**src/rtl/onewire_master_phy.sv**
```systemverilog
// 1-Wire master bit-slot timing engine: one RESET/WRITE0/WRITE1/READ slot per accepted command,
// driving an open-drain pad through its I/T pins and sampling its O pin.
module onewire_master_phy #(
  parameter int unsigned CLKS_PER_US = 50
) (
  input  logic       clk,
  input  logic       reset,
  input  logic [1:0] cmd,
  input  logic       cmd_valid,
  output logic       cmd_ready,
  output logic       done,
  output logic       rx_bit,
  output logic       presence,
  output logic       bus_error,
  input  logic       io_i,
  output logic       io_o,
  output logic       io_t
);

  localparam int unsigned PW = 16;
  localparam int unsigned UW = 10;

  localparam logic [1:0] CMD_RESET  = 2'b00;
  localparam logic [1:0] CMD_WRITE0 = 2'b01;
  localparam logic [1:0] CMD_WRITE1 = 2'b10;
  localparam logic [1:0] CMD_READ   = 2'b11;

  localparam logic [PW-1:0] PRE_LAST = PW'(CLKS_PER_US - 1);

  typedef enum logic {IDLE, SLOT} state_t;

  state_t        state_q, state_d;
  logic [1:0]    cmd_q, cmd_d;
  logic [PW-1:0] pre_q, pre_d;
  logic [UW-1:0] us_q, us_d;
  logic          rx_bit_q, rx_bit_d;
  logic          presence_q, presence_d;
  logic          bus_error_q, bus_error_d;
  logic          done_q, done_d;
  logic          cmd_ready_q, cmd_ready_d;
  logic          io_t_q, io_t_d;
  logic          sync1_q, sync2_q;
  logic          sample_hit, end_hit;

  // Microseconds the line is held low for each slot type.
  function automatic logic [UW-1:0] low_us(input logic [1:0] c);
    case (c)
      CMD_RESET:  low_us = 10'd480;
      CMD_WRITE0: low_us = 10'd60;
      default:    low_us = 10'd6;
    endcase
  endfunction

  // Total slot length in microseconds.
  function automatic logic [UW-1:0] total_us(input logic [1:0] c);
    if (c == CMD_RESET) total_us = 10'd960;
    else                total_us = 10'd70;
  endfunction

  // Sample point in microseconds (only READ and RESET use it).
  function automatic logic [UW-1:0] sample_us(input logic [1:0] c);
    if (c == CMD_RESET) sample_us = 10'd550;
    else                sample_us = 10'd15;
  endfunction

  // Pad data is always low; the line is released via io_t.
  assign io_o      = 1'b0;
  assign cmd_ready = cmd_ready_q;
  assign done      = done_q;
  assign rx_bit    = rx_bit_q;
  assign presence  = presence_q;
  assign bus_error = bus_error_q;
  assign io_t      = io_t_q;

  // Slot sequencing, sampling and registered output decode.
  always_comb begin
    state_d     = state_q;
    cmd_d       = cmd_q;
    pre_d       = pre_q;
    us_d        = us_q;
    rx_bit_d    = rx_bit_q;
    presence_d  = presence_q;
    bus_error_d = bus_error_q;

    sample_hit = (state_q == SLOT) && (us_q == sample_us(cmd_q)) && (pre_q == '0)
                 && ((cmd_q == CMD_READ) || (cmd_q == CMD_RESET));
    end_hit    = (state_q == SLOT) && (us_q == total_us(cmd_q) - 10'd1) && (pre_q == PRE_LAST);

    case (state_q)
      IDLE: begin
        if (cmd_valid && cmd_ready_q) begin
          state_d = SLOT;
          cmd_d   = cmd;
          pre_d   = '0;
          us_d    = '0;
        end
      end
      SLOT: begin
        if (end_hit) begin
          state_d     = IDLE;
          pre_d       = '0;
          us_d        = '0;
          bus_error_d = ~sync2_q;
        end else if (pre_q == PRE_LAST) begin
          pre_d = '0;
          us_d  = us_q + 10'd1;
        end else begin
          pre_d = pre_q + 16'd1;
        end
        if (sample_hit) begin
          if (cmd_q == CMD_READ) rx_bit_d   = sync2_q;
          else                   presence_d = ~sync2_q;
        end
      end
      default: state_d = IDLE;
    endcase

    // Outputs registered from next-state so they track the slot position exactly.
    io_t_d      = !((state_d == SLOT) && (us_d < low_us(cmd_d)));
    done_d      = (state_d == SLOT) && (us_d == total_us(cmd_d) - 10'd1) && (pre_d == PRE_LAST);
    cmd_ready_d = (state_d == IDLE);
  end

  // State, counters, outputs and the io_i synchronizer.
  always_ff @(posedge clk) begin
    if (reset) begin
      state_q     <= IDLE;
      cmd_q       <= CMD_RESET;
      pre_q       <= '0;
      us_q        <= '0;
      rx_bit_q    <= 1'b0;
      presence_q  <= 1'b0;
      bus_error_q <= 1'b0;
      done_q      <= 1'b0;
      cmd_ready_q <= 1'b1;
      io_t_q      <= 1'b1;
      sync1_q     <= 1'b1;
      sync2_q     <= 1'b1;
    end else begin
      state_q     <= state_d;
      cmd_q       <= cmd_d;
      pre_q       <= pre_d;
      us_q        <= us_d;
      rx_bit_q    <= rx_bit_d;
      presence_q  <= presence_d;
      bus_error_q <= bus_error_d;
      done_q      <= done_d;
      cmd_ready_q <= cmd_ready_d;
      io_t_q      <= io_t_d;
      sync1_q     <= io_i;
      sync2_q     <= sync1_q;
    end
  end

endmodule

```
**config.mk**
```make
export PLATFORM = sky130hd
export DESIGN_NAME = onewire_master_phy
export DESIGN_NICKNAME = d
export VERILOG_FILES = /design/src/rtl/onewire_master_phy.sv
export SDC_FILE = /design/constraint.sdc
export NUM_CORES = 1
export LEC_CHECK = 0
export CAP_MARGIN = 20
export CELL_PAD_IN_SITES_DETAIL_PLACEMENT = 1
export CELL_PAD_IN_SITES_GLOBAL_PLACEMENT = 1
export CORE_MARGIN = 10
export CORE_UTILIZATION = 39
export CTS_CLUSTER_SIZE = 25
export DETAILED_ROUTE_END_ITERATION = 6
export GPL_TIMING_DRIVEN = 0
export PLACE_DENSITY_LB_ADDON = 0.08
export SLEW_MARGIN = 10
export SYNTH_ARGS = -nofsm -noshare
export SYNTH_HDL_FRONTEND = slang
export SYNTH_SLANG_ARGS = --single-unit
```
**constraint.sdc**
```tcl
create_clock -name clk -period 8.7 [get_ports clk]
set_input_delay 1.305 -clock clk [delete_from_list [all_inputs] [get_ports clk]]
set_output_delay 1.305 -clock clk [all_outputs]
set_load 0.005 [all_outputs]
```
Word-level counts from Yosys, hierarchy flattened
Index checks and enable logic that the tools add are counted.
{ "word_totals": {"inputBits": 6, "wordCells": 62, "register_bits": 37, "out_inout_bits": 7} }
{ "op_classes": {"n_mux": 17, "n_reduce_logical": 17, "order_cmp": 1, "add_sub_neg": 4, "bitwise_logic": 4, "n_eq_ne": 7} }
{ "op_table": {"columns": ["op", "count"], "rows": [
  ["10-bit two-way mux", 6],
  ["16-bit two-way mux", 3],
  ["16-bit by 6-bit equality test with 1-bit output (second input constant)", 2],
  ["16-bit one-hot mux with 2 select lines", 1],
  ["10-bit equality test", 3],
  ["10-bit one-hot mux with 2 select lines", 1],
  ["10-bit by 1-bit subtractor with 10-bit output (second input constant)", 2],
  ["9-bit one-hot mux with 2 select lines", 1],
  ["16-bit by 1-bit adder with 16-bit output (second input constant)", 1],
  ["16-bit zero test", 1],
  ["10-bit by 1-bit adder with 10-bit output (second input constant)", 1],
  ["10-bit < comparator", 1],
  ["1-bit logical AND", 9],
  ["3-bit AND reduction", 2],
  ["2-bit zero test", 2],
  ["2-bit two-way mux", 2],
  ["1-bit NOT", 4],
  ["2-bit by 1-bit equality test with 1-bit output (second input constant)", 1],
  ["2-bit equality test (second input constant)", 1],
  ["1-bit two-way mux", 2],
  ["1-bit one-hot mux with 2 select lines", 1],
  ["2-bit AND reduction", 1],
  ["1-bit zero test", 1],
  ["1-bit logical OR", 1]
]} }

Depth between registers and ports, before layout
{ "logic_depth": {"depth_word": 11, "depth_mapped": 16, "mapped_depth_nobuf": 16} }

Worst setup path after synthesis
No wires, ideal clock.
{ "synth_timing": {"kind": "input-to-reg", "from": "input port cmd_valid", "to": "register done_q, in the netlist done", "required_ns": 8.621, "t_arrival_ns": 3.785, "setup_slack_ns": 4.835, "n_path_buf": 0, "cell_stages": 12, "setup_time_ns": 0.079, "cell_sequence": "a21o_1 > nand2_1 > mux2i_1 > nand2_1 > ha_1 > nand2_1 > or4b_2 > nor3_1 > o2111ai_1 > nor3_1 > nand4_1 > a211oi_2"} }
{ "synth_between": {"elab_chain_len": 9, "elab_cells_between_ends": 16, "cone_classes": "1 x add/sub; 2 x eq/ne; 9 x mux; 4 x reduce/logical"} }
{ "synth_rtl": {"columns": ["item", "line_no", "source"], "rows": [
  ["start: declaration", "9", "input logic cmd_valid,"],
  ["1-bit logical AND *", "91", "if (cmd_valid && cmd_ready_q) begin"],
  ["2-bit two-way mux", "91", null],
  ["2-bit two-way mux", "89", "case (state_q)"],
  ["2-bit zero test", "56", "if (c == CMD_RESET) total_us = 10'd960;"],
  ["10-bit two-way mux", "56", null],
  ["10-bit by 1-bit subtractor with 10-bit output", "120", "done_d = (state_d == SLOT) && (us_d == total_us(cmd_d) - 10'd1) && (pre_d == PRE_LAST);"],
  ["10-bit equality test", "120", null],
  ["1-bit logical AND", "120", null],
  ["1-bit logical AND *", "120", null],
  ["end signal: assignment", "147", "done_q <= done_d;"],
  ["end: declaration", "39", "logic done_q, done_d;"]
]} }
Every way passes the cells marked *; elsewhere a longest branch is shown, timed or not.
A chain may end at the register's enable or synchronous reset.

Worst setup path in the final report
{ "layout_timing": {"from": "input port cmd_valid", "to": "register done_q, in the netlist done"} }
{ "layout_between": {"elab_cells_between_ends": 16, "cone_classes": "1 x add/sub; 2 x eq/ne; 9 x mux; 4 x reduce/logical"} }
{ "layout_lines": {"columns": ["item", "line_no", "source"], "rows": [
  ["1-bit logical AND", "91", null],
  ["10-bit two-way mux", "91", null],
  ["10-bit one-hot mux with 2 select lines", "89", null],
  ["net us_d[6]", "35", "logic [UW-1:0] us_q, us_d;"],
  ["10-bit equality test", "120", null],
  ["1-bit logical AND (2 in series)", "120", null]
]} }
The timed path passes the listed nets, and every way through them passes these cells.

==> flow_summary.json <==
{
  "finalCritPeriodShare": 0.5567,
  "gp_congestion": 0.9092,
  "r2r_slack_ps": 4180,
  "clock_power_share": 0.354,
  "yosys_warnings": 0,
  "status": "finished, final reports clean",
  "tns_ps": 0,
  "path_clk_slew_ps": 80,
  "clock-sinks": 37,
  "cts_buffers": 5,
  "setup_viol": 0,
  "critPathKind": "in2reg",
  "synthToLayoutAreaGrowth_pct": 11.27,
  "die_h_um": 100.2,
  "end_kind": "flop",
  "path_delay_family": "simple AND/OR/NAND/NOR gates",
  "antenna_found_initial": 0,
  "relSlewSlack": 0.4231,
  "post-cts-setup-buffers": 0,
  "vias": 2516,
  "cts_tree": "yes",
  "antenna_cells": 0,
  "io_pins": 13,
  "synth_top_cells_by_area": "dfxtp_1 (30%), ha_1 (6.5%), nand2_1 (4.5%)",
  "syn_inst": 324,
  "dieWidth_um": 100.2,
  "ys_ff_latch": 37,
  "drc_errors": 0,
  "cp_cell_sequence": "clkdlybuf4s50_1, a21o_1, clkbuf_1, o21ai_0, nand2_1, o21ai_0, ha_1, or4b_2, nor3_1, o2111ai_1, nor3_1, nand4_1, a211oi_2",
  "vdd_drop_max_v": 0.00008286,
  "min_path_cells": 1,
  "leakagePower_nw": 1.017,
  "wl_per_cell_um": 19.26,
  "cts_resized": 0,
  "seq_area_um2": 740.7,
  "whs_ps": 416.8,
  "p_int_mw": 0.2459,
  "cp_max_fo": 10,
  "drive_above_1_share": 0.1053,
  "maxCapViolCount": 0,
  "wirelength_mm": 8.071,
  "grt_pass1_wl_mm": 13.24,
  "postSynthAreaPerCell_um2": 7.743,
  "grt_usage": 0.1629,
  "synth_nets": 343,
  "multi_input_area_um2": 1593,
  "htree_levels": 2,
  "comb_power_share": 0.155,
  "pwr_density_cell_nw_per_um2": 127.8,
  "clockRootBuffer": "clkbuf_8",
  "vias_per_cell": 6.005,
  "cp.arrival_ps": 5060,
  "ant_nets": 0,
  "switching_share": 0.3104,
  "grt_overflow": 0,
  "nNetsFinal": 360,
  "start_util": 0.3973,
  "grt_pass1_vias": 2422,
  "pwr-share-seq": 0.491,
  "io_buffer_count": 10,
  "rr_worst_depth": 15,
  "yosysUniqueCellTypes": 61,
  "required_ps": 8920,
  "slowest_stage": "or4b_2",
  "synth-edff-count": 0,
  "crit_cells": 13,
  "finalMaxSlewViolations": 0,
  "cp_slowest_stage_delay_ps": 660,
  "fin_skew_ps": 7.681,
  "clk_path_buf_depth": 2,
  "hold_path_class": "reg2reg",
  "ys_seq_area_frac": 0.2953,
  "synth_top_area_frac": 0.2953,
  "drtPass1Iterations": 4,
  "syn-cell-area_um2": 2509,
  "ys.flop_type": "dfxtp_1",
  "crit_buf_inv": 2,
  "hold_violations": 0,
  "worst_pin_slew_ps": 857.5,
  "start_kind": "primary input",
  "fillers": 814,
  "synthArstFlopShare": 0,
  "clock_latency_ps": 300,
  "rsz0062_at_grt": "false",
  "grt_start_max_net_pins": 13,
  "fmax_mhz": 206.5,
  "rows": 29,
  "coreArea_um2": 6314,
  "drt_iter0_drc": 120,
  "hold_buffers": 0,
  "p_sw_mw": 0.1107,
  "place_hpwl_mm": 5.997,
  "yosysTopAreaCell": "dfxtp_1",
  "die-area_um2": 10040,
  "fin_crit_ps": 4844
}
==> cells in the mapped netlist, types with 3 or more instances <==
| master | n |
|---|---|
| dfxtp_1 | 37 |
| nand2_1 | 30 |
| nor2_1 | 27 |
| a21oi_1 | 18 |
| nand3_1 | 17 |
| o21ai_0 | 17 |
| clkbuf_1 | 14 |
| nor3_1 | 14 |
| ha_1 | 13 |
| inv_1 | 12 |
| nand4_1 | 12 |
| nor4_1 | 9 |
| a31oi_1 | 8 |
| nor2b_1 | 7 |
| or3_1 | 6 |
| a22oi_1 | 5 |
| a21o_1 | 4 |
| nor3b_1 | 4 |
| a211oi_1 | 3 |
| a311oi_1 | 3 |
| and3_1 | 3 |
| buf_6 | 3 |
| nor4b_1 | 3 |
| or4_1 | 3 |
| or4b_2 | 3 |
| xnor2_1 | 3 |
| xor2_1 | 3 |
==> layout by cell type (no fill, tap or decap), types with 9 or more instances in the layout <==
master           netlist  final
dfxtp_1               37     37
nand2_1               30     30
nor2_1                27     27
a21oi_1               18     18
nand3_1               17     17
o21ai_0               17     17
clkbuf_1              14     14
nor3_1                14     14
ha_1                  13     13
inv_1                 12     12
nand4_1               12     12
clkdlybuf4s50_1        0     10
nor4_1                 9      9
==> through the flow <==
stage                     setup WS, ps    util  cell area, µm²  std cells  total power [mW]
after global routing              3743  0.4421            2791        419            0.3710
after floorplan                   4835       -            2509        324            0.2129
final                             3856  0.4421            2791        419            0.3566
after detailed placement          3606  0.4285            2705        411            0.2338
after CTS                         3902  0.4421            2791        419            0.3584
after global placement            3580  0.4285            2705        411            0.2334
==> power groups by stage <==
stage | registers, mW | logic [mW] | clock network [mW]
floorplan | 0.178 | 0.0345 | 0
global placement | 0.179 | 0.0542 | 0
detailed placement | 0.179 | 0.0546 | 0
CTS | 0.175 | 0.0549 | 0.128
global route | 0.176 | 0.0613 | 0.134
finish | 0.175 | 0.0551 | 0.126
==> sequential cells by signal, summed over array words and instances (netlist names) <==
name	cells
pre_q	16
us_q	10
cmd_q	2
bus_error	1
cmd_ready	1
done	1
io_t	1
presence	1
rx_bit	1
state_q	1
sync1_q	1
sync2_q	1
==> layout make-up <==
| class | instances | share of cell area |
|---|---|---|
| buffer | 23 | 0.04662 |
| clock buffer | 5 | 0.02465 |
| clock inverter | 3 | 0.006275 |
| inverter | 12 | 0.01614 |
| multi-input combinational | 252 | 0.5706 |
| sequential | 37 | 0.2654 |
| tap | 77 | 0.03451 |
| timing repair buffer | 10 | 0.03586 |
==> logic make-up (layout without fill, tap and decap cells) <==
logic type                 count (synthesis)  after routing  share of synthesized area
and+or+nand+nor                          158            158                     0.3526
AOI/OAI and AO/OA                         72             72                     0.1870
DFF                                       37             37                     0.2953
buffers and inverters                     35             53                    0.06982
adders and majority gates                 13             13                    0.06484
xor gates and xnor gates                   6              6                    0.02095
muxes                                      2              2                   0.007980
other                                      1              1                   0.001495
==> path summary, 6_finish.rpt <==
kind             start      end
max          cmd_valid     done
min            sync1_q  sync2_q
max reg2reg  pre_q[10]     done
min reg2reg    sync1_q  sync2_q
==> worst register-to-register path, delay by kind of cell, from the launching register on <==
kind / cells / cell delay, ps
xor gates and xnor gates: 1 / 160
and+or+nand+nor: 9 / 2860
AOI/OAI and AO/OA: 3 / 760
adders and majority gates: 1 / 220
buffers and inverters: 1 / 130
DFF: 1 / 310
==> per-layer routing <==
layer	GRT usage	vias to the layer above	part of all wire	routed length [µm]
met3	0.02885	9	0.065	525
li1	-	1232	-	-
met2	0.2404	64	0.44	3538
met1	0.2351	1211	0.49	3920
met5	0	-	0	0
met4	0.04348	0	0.011	87
No activity file was read; power rests on OpenSTA's default activity.
